$ cat src/rtl/tft_pkg.sv
// Shared TFT definitions: sender FSM encoding and default SPI timing constants.
// Latency: n/a (package only).
// Backpressure: n/a (package only).
package tft_pkg;

    // Byte sender states, shared with the init/scene producers for debug visibility
    typedef enum logic [1:0] {
        ST_IDLE  = 2'd0,
        ST_SHIFT = 2'd1,
        ST_HOLD  = 2'd2
    } tft_state_t;

    // SCK half-period in clk cycles (legal 1..255)
    localparam int TFT_CLK_DIV = 2;
    // clk cycles CS stays low after the last SCK falling edge (legal 1..15)
    localparam int TFT_CS_HOLD = 1;

endpackage

$ cat src/rtl/tft_byte_sender_if.sv
// Producer <-> byte sender strobe bus plus the panel-side SPI lines.
// Latency: n/a (wiring only).
// Backpressure: producer must wait for tft_busy=0 and tft_transmit=0 before the next strobe.
interface tft_byte_sender_if;
    logic       tft_transmit;
    logic [7:0] tft_data;
    logic       tft_dc;
    logic       tft_busy;
    logic       tft_sck;
    logic       tft_mosi;
    logic       tft_cs;
    logic       tft_dc_out;

    // producer side: issues strobes, observes busy and the panel lines
    modport master (
        output tft_transmit, tft_data, tft_dc,
        input  tft_busy, tft_sck, tft_mosi, tft_cs, tft_dc_out
    );

    // sender side: accepts strobes, drives busy and the panel lines
    modport slave (
        input  tft_transmit, tft_data, tft_dc,
        output tft_busy, tft_sck, tft_mosi, tft_cs, tft_dc_out
    );
endinterface

$ cat src/rtl/tft_byte_sender.sv
// Serialises one byte per strobe onto a mode-0 SPI link (MSB first) with registered D/C.
// Latency: busy rises the cycle after the strobe; busy lasts 16*CLK_DIV + CS_HOLD cycles.
// Backpressure: strobes while not IDLE are dropped; producer waits for busy=0.
module tft_byte_sender
    import tft_pkg::*;
#(
    parameter int CLK_DIV = TFT_CLK_DIV,
    parameter int CS_HOLD = TFT_CS_HOLD
) (
    input  logic             clk,
    input  logic             rst,
    tft_byte_sender_if.slave bus
);

    localparam logic [7:0] DIV_LAST  = 8'(CLK_DIV - 1);
    localparam logic [3:0] HOLD_LAST = 4'(CS_HOLD - 1);

    tft_state_t r_state;
    tft_state_t w_state_nxt;

    logic [7:0] r_div;
    logic [2:0] r_bit;
    logic [3:0] r_hold;
    logic [7:0] r_shift;
    logic       r_sck;
    logic       r_dc;

    logic w_accept;
    logic w_div_tc;
    logic w_fall;
    logic w_last_fall;
    logic w_hold_tc;

    // strobe is only honoured in IDLE; anything arriving mid-byte is dropped
    assign w_accept    = (r_state == ST_IDLE) && bus.tft_transmit;
    assign w_div_tc    = (r_div == DIV_LAST);
    // a falling SCK edge happens when the divider expires while SCK is high
    assign w_fall      = (r_state == ST_SHIFT) && w_div_tc && r_sck;
    assign w_last_fall = w_fall && (r_bit == 3'd7);
    assign w_hold_tc   = (r_state == ST_HOLD) && (r_hold == HOLD_LAST);

    // state register
    always_ff @(posedge clk or posedge rst) begin
        if (rst) r_state <= ST_IDLE;
        else     r_state <= w_state_nxt;
    end

    // next-state: IDLE -> SHIFT on strobe, SHIFT -> HOLD after 8th fall, HOLD -> IDLE after CS_HOLD
    always_comb begin
        w_state_nxt = r_state;
        case (r_state)
            ST_IDLE:  if (w_accept)    w_state_nxt = ST_SHIFT;
            ST_SHIFT: if (w_last_fall) w_state_nxt = ST_HOLD;
            ST_HOLD:  if (w_hold_tc)   w_state_nxt = ST_IDLE;
            default:                   w_state_nxt = ST_IDLE;
        endcase
    end

    // outputs derive from state and datapath registers only, so reset reaches pins at once
    always_comb begin
        bus.tft_busy   = (r_state != ST_IDLE);
        bus.tft_cs     = (r_state == ST_IDLE);
        bus.tft_sck    = r_sck;
        bus.tft_mosi   = r_shift[7];
        bus.tft_dc_out = r_dc;
    end

    // half-period divider: runs only in SHIFT, restarts on every SCK toggle
    always_ff @(posedge clk or posedge rst) begin
        if (rst)                     r_div <= 8'd0;
        else if (r_state != ST_SHIFT) r_div <= 8'd0;
        else if (w_div_tc)           r_div <= 8'd0;
        else                         r_div <= r_div + 8'd1;
    end

    // SCK toggles at each divider expiry; the 8th fall leaves it low for HOLD
    always_ff @(posedge clk or posedge rst) begin
        if (rst)                      r_sck <= 1'b0;
        else if (r_state != ST_SHIFT) r_sck <= 1'b0;
        else if (w_div_tc)            r_sck <= ~r_sck;
    end

    // bit counter counts falling edges 0..7 and is cleared rather than wrapped
    always_ff @(posedge clk or posedge rst) begin
        if (rst)              r_bit <= 3'd0;
        else if (w_accept)    r_bit <= 3'd0;
        else if (w_last_fall) r_bit <= 3'd0;
        else if (w_fall)      r_bit <= r_bit + 3'd1;
    end

    // shift register: load on strobe, advance on the first 7 falls, clear as HOLD ends so MOSI idles low
    always_ff @(posedge clk or posedge rst) begin
        if (rst)                         r_shift <= 8'd0;
        else if (w_accept)               r_shift <= bus.tft_data;
        else if (w_fall && !w_last_fall) r_shift <= {r_shift[6:0], 1'b0};
        else if (w_hold_tc)              r_shift <= 8'd0;
    end

    // CS hold counter, active only in HOLD
    always_ff @(posedge clk or posedge rst) begin
        if (rst)                     r_hold <= 4'd0;
        else if (r_state != ST_HOLD) r_hold <= 4'd0;
        else if (w_hold_tc)          r_hold <= 4'd0;
        else                         r_hold <= r_hold + 4'd1;
    end

    // D/C is captured with the strobe and held through IDLE until the next byte
    always_ff @(posedge clk or posedge rst) begin
        if (rst)           r_dc <= 1'b0;
        else if (w_accept) r_dc <= bus.tft_dc;
    end

endmodule

$ cat src/flat_wrapper.sv
// flat-port wrapper written by rule: the top's interface ports become plain ports
module tft_byte_sender_flat import tft_pkg::*;
#(
    parameter int CLK_DIV = TFT_CLK_DIV,
    parameter int CS_HOLD = TFT_CS_HOLD
)
  (clk, rst, bus_tft_transmit, bus_tft_data, bus_tft_dc, bus_tft_busy, bus_tft_sck, bus_tft_mosi, bus_tft_cs, bus_tft_dc_out);
  tft_byte_sender_if bus_i ();
  input  logic clk;
  input  logic rst;
  input wire logic [$bits(bus_i.tft_transmit)-1:0] bus_tft_transmit;
  input wire logic [$bits(bus_i.tft_data)-1:0] bus_tft_data;
  input wire logic [$bits(bus_i.tft_dc)-1:0] bus_tft_dc;
  output wire logic [$bits(bus_i.tft_busy)-1:0] bus_tft_busy;
  output wire logic [$bits(bus_i.tft_sck)-1:0] bus_tft_sck;
  output wire logic [$bits(bus_i.tft_mosi)-1:0] bus_tft_mosi;
  output wire logic [$bits(bus_i.tft_cs)-1:0] bus_tft_cs;
  output wire logic [$bits(bus_i.tft_dc_out)-1:0] bus_tft_dc_out;
  assign bus_i.tft_transmit = bus_tft_transmit;
  assign bus_i.tft_data = bus_tft_data;
  assign bus_i.tft_dc = bus_tft_dc;
  assign bus_tft_busy = bus_i.tft_busy;
  assign bus_tft_sck = bus_i.tft_sck;
  assign bus_tft_mosi = bus_i.tft_mosi;
  assign bus_tft_cs = bus_i.tft_cs;
  assign bus_tft_dc_out = bus_i.tft_dc_out;
  tft_byte_sender #(.CLK_DIV(CLK_DIV), .CS_HOLD(CS_HOLD)) u_core (.clk(clk), .rst(rst), .bus(bus_i));
endmodule
$ cat config.mk
export PLATFORM = sky130hd
export DESIGN_NAME = tft_byte_sender_flat
export DESIGN_NICKNAME = d
export VERILOG_FILES = /design/src/rtl/tft_pkg.sv /design/src/rtl/tft_byte_sender_if.sv /design/src/rtl/tft_byte_sender.sv /design/src/flat_wrapper.sv
export SDC_FILE = /design/constraint.sdc
export NUM_CORES = 1
export LEC_CHECK = 0
export CORE_ASPECT_RATIO = 0.7
export CORE_MARGIN = 3
export CORE_UTILIZATION = 53
export CTS_CLUSTER_DIAMETER = 120
export CTS_CLUSTER_SIZE = 16
export DETAILED_ROUTE_END_ITERATION = 12
export PLACE_DENSITY = 0.81
export RECOVER_POWER = 100
export SYNTH_ARGS = -nofsm -noshare
export SYNTH_HDL_FRONTEND = slang
export SYNTH_SLANG_ARGS = --single-unit
$ cat constraint.sdc
create_clock -name clk -period 2.31 [get_ports clk]
set_input_delay 0.231 -clock clk [delete_from_list [all_inputs] [get_ports clk]]
set_output_delay 0.231 -clock clk [all_outputs]
set_load 0.005 [all_outputs]
==> results by group, run 1 <==
Layout
  • N_diodes: 0
  • Fin nets: about 160
  • Area grow syn2layout: 18.80%
  • Commonest cells after routing, fill and taps aside: dfrtp_1, nor2_1, nand2_1, clkdlybuf4s50_1
  • Layout Cells excl Fill: 171
  • Share of cells above drive strength 1: about 8.6%
  • Commonest non-fill, non-tap cell in the layout: dfrtp_1

Die
  • Row count: 14
  • Die width: 64.54 µm
  • Core area: 2207 µm²
  • Die H: 46.98 µm
  • Die area: 3032 µm²
  • I/O pin count: 17
  • Starting Density: 57.60%

Yosys
  • Largest area contributor in the netlist: dfrtp_1
  • Syn_nets: 135
  • Synth top area cells: dfrtp_1, ha_1, a22o_1
  • Post-synth top area share: a little over half
  • Top_reg_cell synth: dfrtp_1
  • Syn Inst Count: ~120
  • Post-Syn Area per Cell: 10.87 µm²
  • Cell area after synthesis: 1271 µm²
  • EDFF count, synth: 0
  • Synth warn: 0
  • Register area share after synthesis: roughly 53%
  • Synth Register Bits: 27
  • Yosys cell types: 25
  • Async S/R FF share, synth: between 90% and 100%

CTS
  • Post-CTS sizing: 0
  • CTS tree: yes
  • Clock slew seen by the registers of the worst setup and hold paths: 0.15 ns
  • Root buf cell: clkbuf_4
  • H-Tree Depth: 1
  • Clk buf depth: 2
  • CTS Buf Count: 3
  • Postcts setup bufs: 0
  • Clk_lat worst skew: about 0.33 ns
  • Post-CTS Hold Fix Bufs: 0
  • CTS sink cnt: 27

Flow run
  • Max Cap Violations: 0

Pwr
  • Leak: 0.7539 nW
  • Clk network pwr share: 14.1%
  • Net Sw Frac: a little over a third
  • Combinational power share: 36.0%
  • Maximum VDD drop: 0.0005470 V
  • Int Pwr: 0.0009596 W
  • Seq pwr share: 49.8%
  • Pwr Density: 977.3 nW/µm²
  • Switching power: 0.0005163 W

Min path
  • HP Class: in -> reg

Route
  • Routed WL: 2307 µm
  • Drt first-iter violations: 31
  • Wirelength per Cell: 13.49 µm
  • Routed Antenna Nets: 0
  • Drt pass-1 iters: 4
  • # DRC: 0
  • Post-DR vias/cell: between 5 and 6
  • Vias: roughly 890

Setup path
  • Critical path type: reg -> out
  • Crit Path Max Fanout: 5
  • Setup crit end kind: output pin
  • CP Launch Type: flop
  • CP Data Arrival Time: between 1.5 and 2 ns
  • Critical Path RT: 2.08 ns

Global route
  • Number of global-route vias before repair: 882
  • Largest net degree at the start of global routing: 28
  • First-pass GRT wire length: 3967 µm
  • Antenna violations before repair: 0
  • GRT Util Overall: 17.52%
  • Total grt overflow: 0

Timing
  • Final Skew: 0.01382 ns
  • # setup viols final: 0
  • Minimum clock period after layout: 1.982 ns
  • Worst-Margin Slew: 1.438 ns
  • Max-slew violations: 0
  • RSZ-0062 raised after global routing: no
  • Peak Freq: 0.5044 GHz
  • Period utilization: 85.82%
  • Final setup TNS: 0 ns
  • Hold Vio Cnt, Final: 0
  • Final worst slack: ~0.33 ns
  • Smallest hold slack: about 0.43 ns
  • Slew headroom: 4.145%

Place
  • Cells after DPL: 167
  • DP HPWL: 1726 µm
  • # port buffers: 16
  • Pre-CTS setup slack: 0.4698 ns
  • Routability cong.: 0.7263

Run status
  • Status: finished clean
cells by family after synthesis:
logic type | Yosys count | synth area share, %
buffers and inverters | 8 | 2.362
adders and majority gates | 6 | 5.905
AOI/OAI and AO/OA | 19 | 11.52
DFF | 27 | 53.15
xor gates and xnor gates | 9 | 6.201
and+or+nand+nor | 48 | 20.87
critical path: stages, from the launching register on:
cell and delay (ns):
dfrtp_1 0.44, or2_2 0.32, inv_1 0.09, dlygate4sd3_1 0.57
final timing paths:
kind,startpoint,endpoint,slack [ns],depth (start not counted)
max,u_core.r_state[0]$_DFFE_PP0P_,bus_tft_cs,0.33,3
min,bus_tft_dc,u_core.bus.tft_dc_out$_DFFE_PP0P_,0.43,3
max reg2reg,u_core.r_div[1]$_DFF_PP0_,u_core.r_state[0]$_DFFE_PP0P_,0.35,7
min reg2reg,u_core.r_shift[4]$_DFFE_PP0P_,u_core.r_shift[4]$_DFFE_PP0P_,0.50,1
max in group asynchronous,rst,u_core.r_shift[4]$_DFFE_PP0P_,0.67,3
min in group asynchronous,rst,u_core.r_shift[6]$_DFFE_PP0P_,0.79,3
registers in the layout (all words and copies together) (netlist names):
signal                 cells
u_core.r_state             2
u_core.r_hold              4
u_core.r_bit               3
u_core.bus.tft_sck         1
u_core.bus.tft_dc_out      1
u_core.r_div               8
u_core.r_shift             8
cell type report:
type                    instances  area, µm²
fillers                       185      696.9
inverters                       7      26.28
repair buffers                 19      175.2
well taps                      32      40.04
clock buffers                   3      22.52
clock inverters                 1      5.005
flip-flops and latches         27      675.6
multi-input cells              82      565.5
cell usage after synthesis (all sizes together) (3+ instances only):
master / number
a21o: 8
a22o: 8
dfrtp: 27
ha: 6
inv: 7
nand2: 11
nand2b: 3
nand3: 3
nand3b: 3
nor2: 14
xnor2: 3
xor2: 6
stage by stage:
stage / utilization (%) / area, µm² / power (W)
final: 68.42 / 1510 / 0.001476
after global routing: 68.42 / 1510 / 0.001598
after CTS: 68.76 / 1518 / 0.001513
after detailed placement: 67.52 / 1490 / 0.001304
after global placement: 67.52 / 1490 / 0.001267
after floorplan: - / 1271 / 0.001089
power by group through the flow:
stage	combinational, W	sequential, W	clock [W]
6_report	0.000532	0.000736	0.000209
3_3_place_gp	0.000530	0.000737	0
5_1_grt	0.000605	0.000756	0.000236
4_1_cts	0.000560	0.000737	0.000216
2_1_floorplan	0.000371	0.000719	0
3_5_place_dp	0.000558	0.000747	0
metal layers:
metal	vias to the layer above	share of wire [%]	track usage (%)
met5	-	0	0
met1	429	49	23.86
met2	17	46	27.87
met3	2	4.3	5.263
li1	441	-	-
met4	0	0.43	5.042
(Power assumes the default switching activity.)
==> run 2, diff against run 1 <==
SKIP_CTS_REPAIR_TIMING = 1   (was unset)
==> results of run 2 <==
Same layout as run 1: the final DEF is identical, and so are final timing and power.
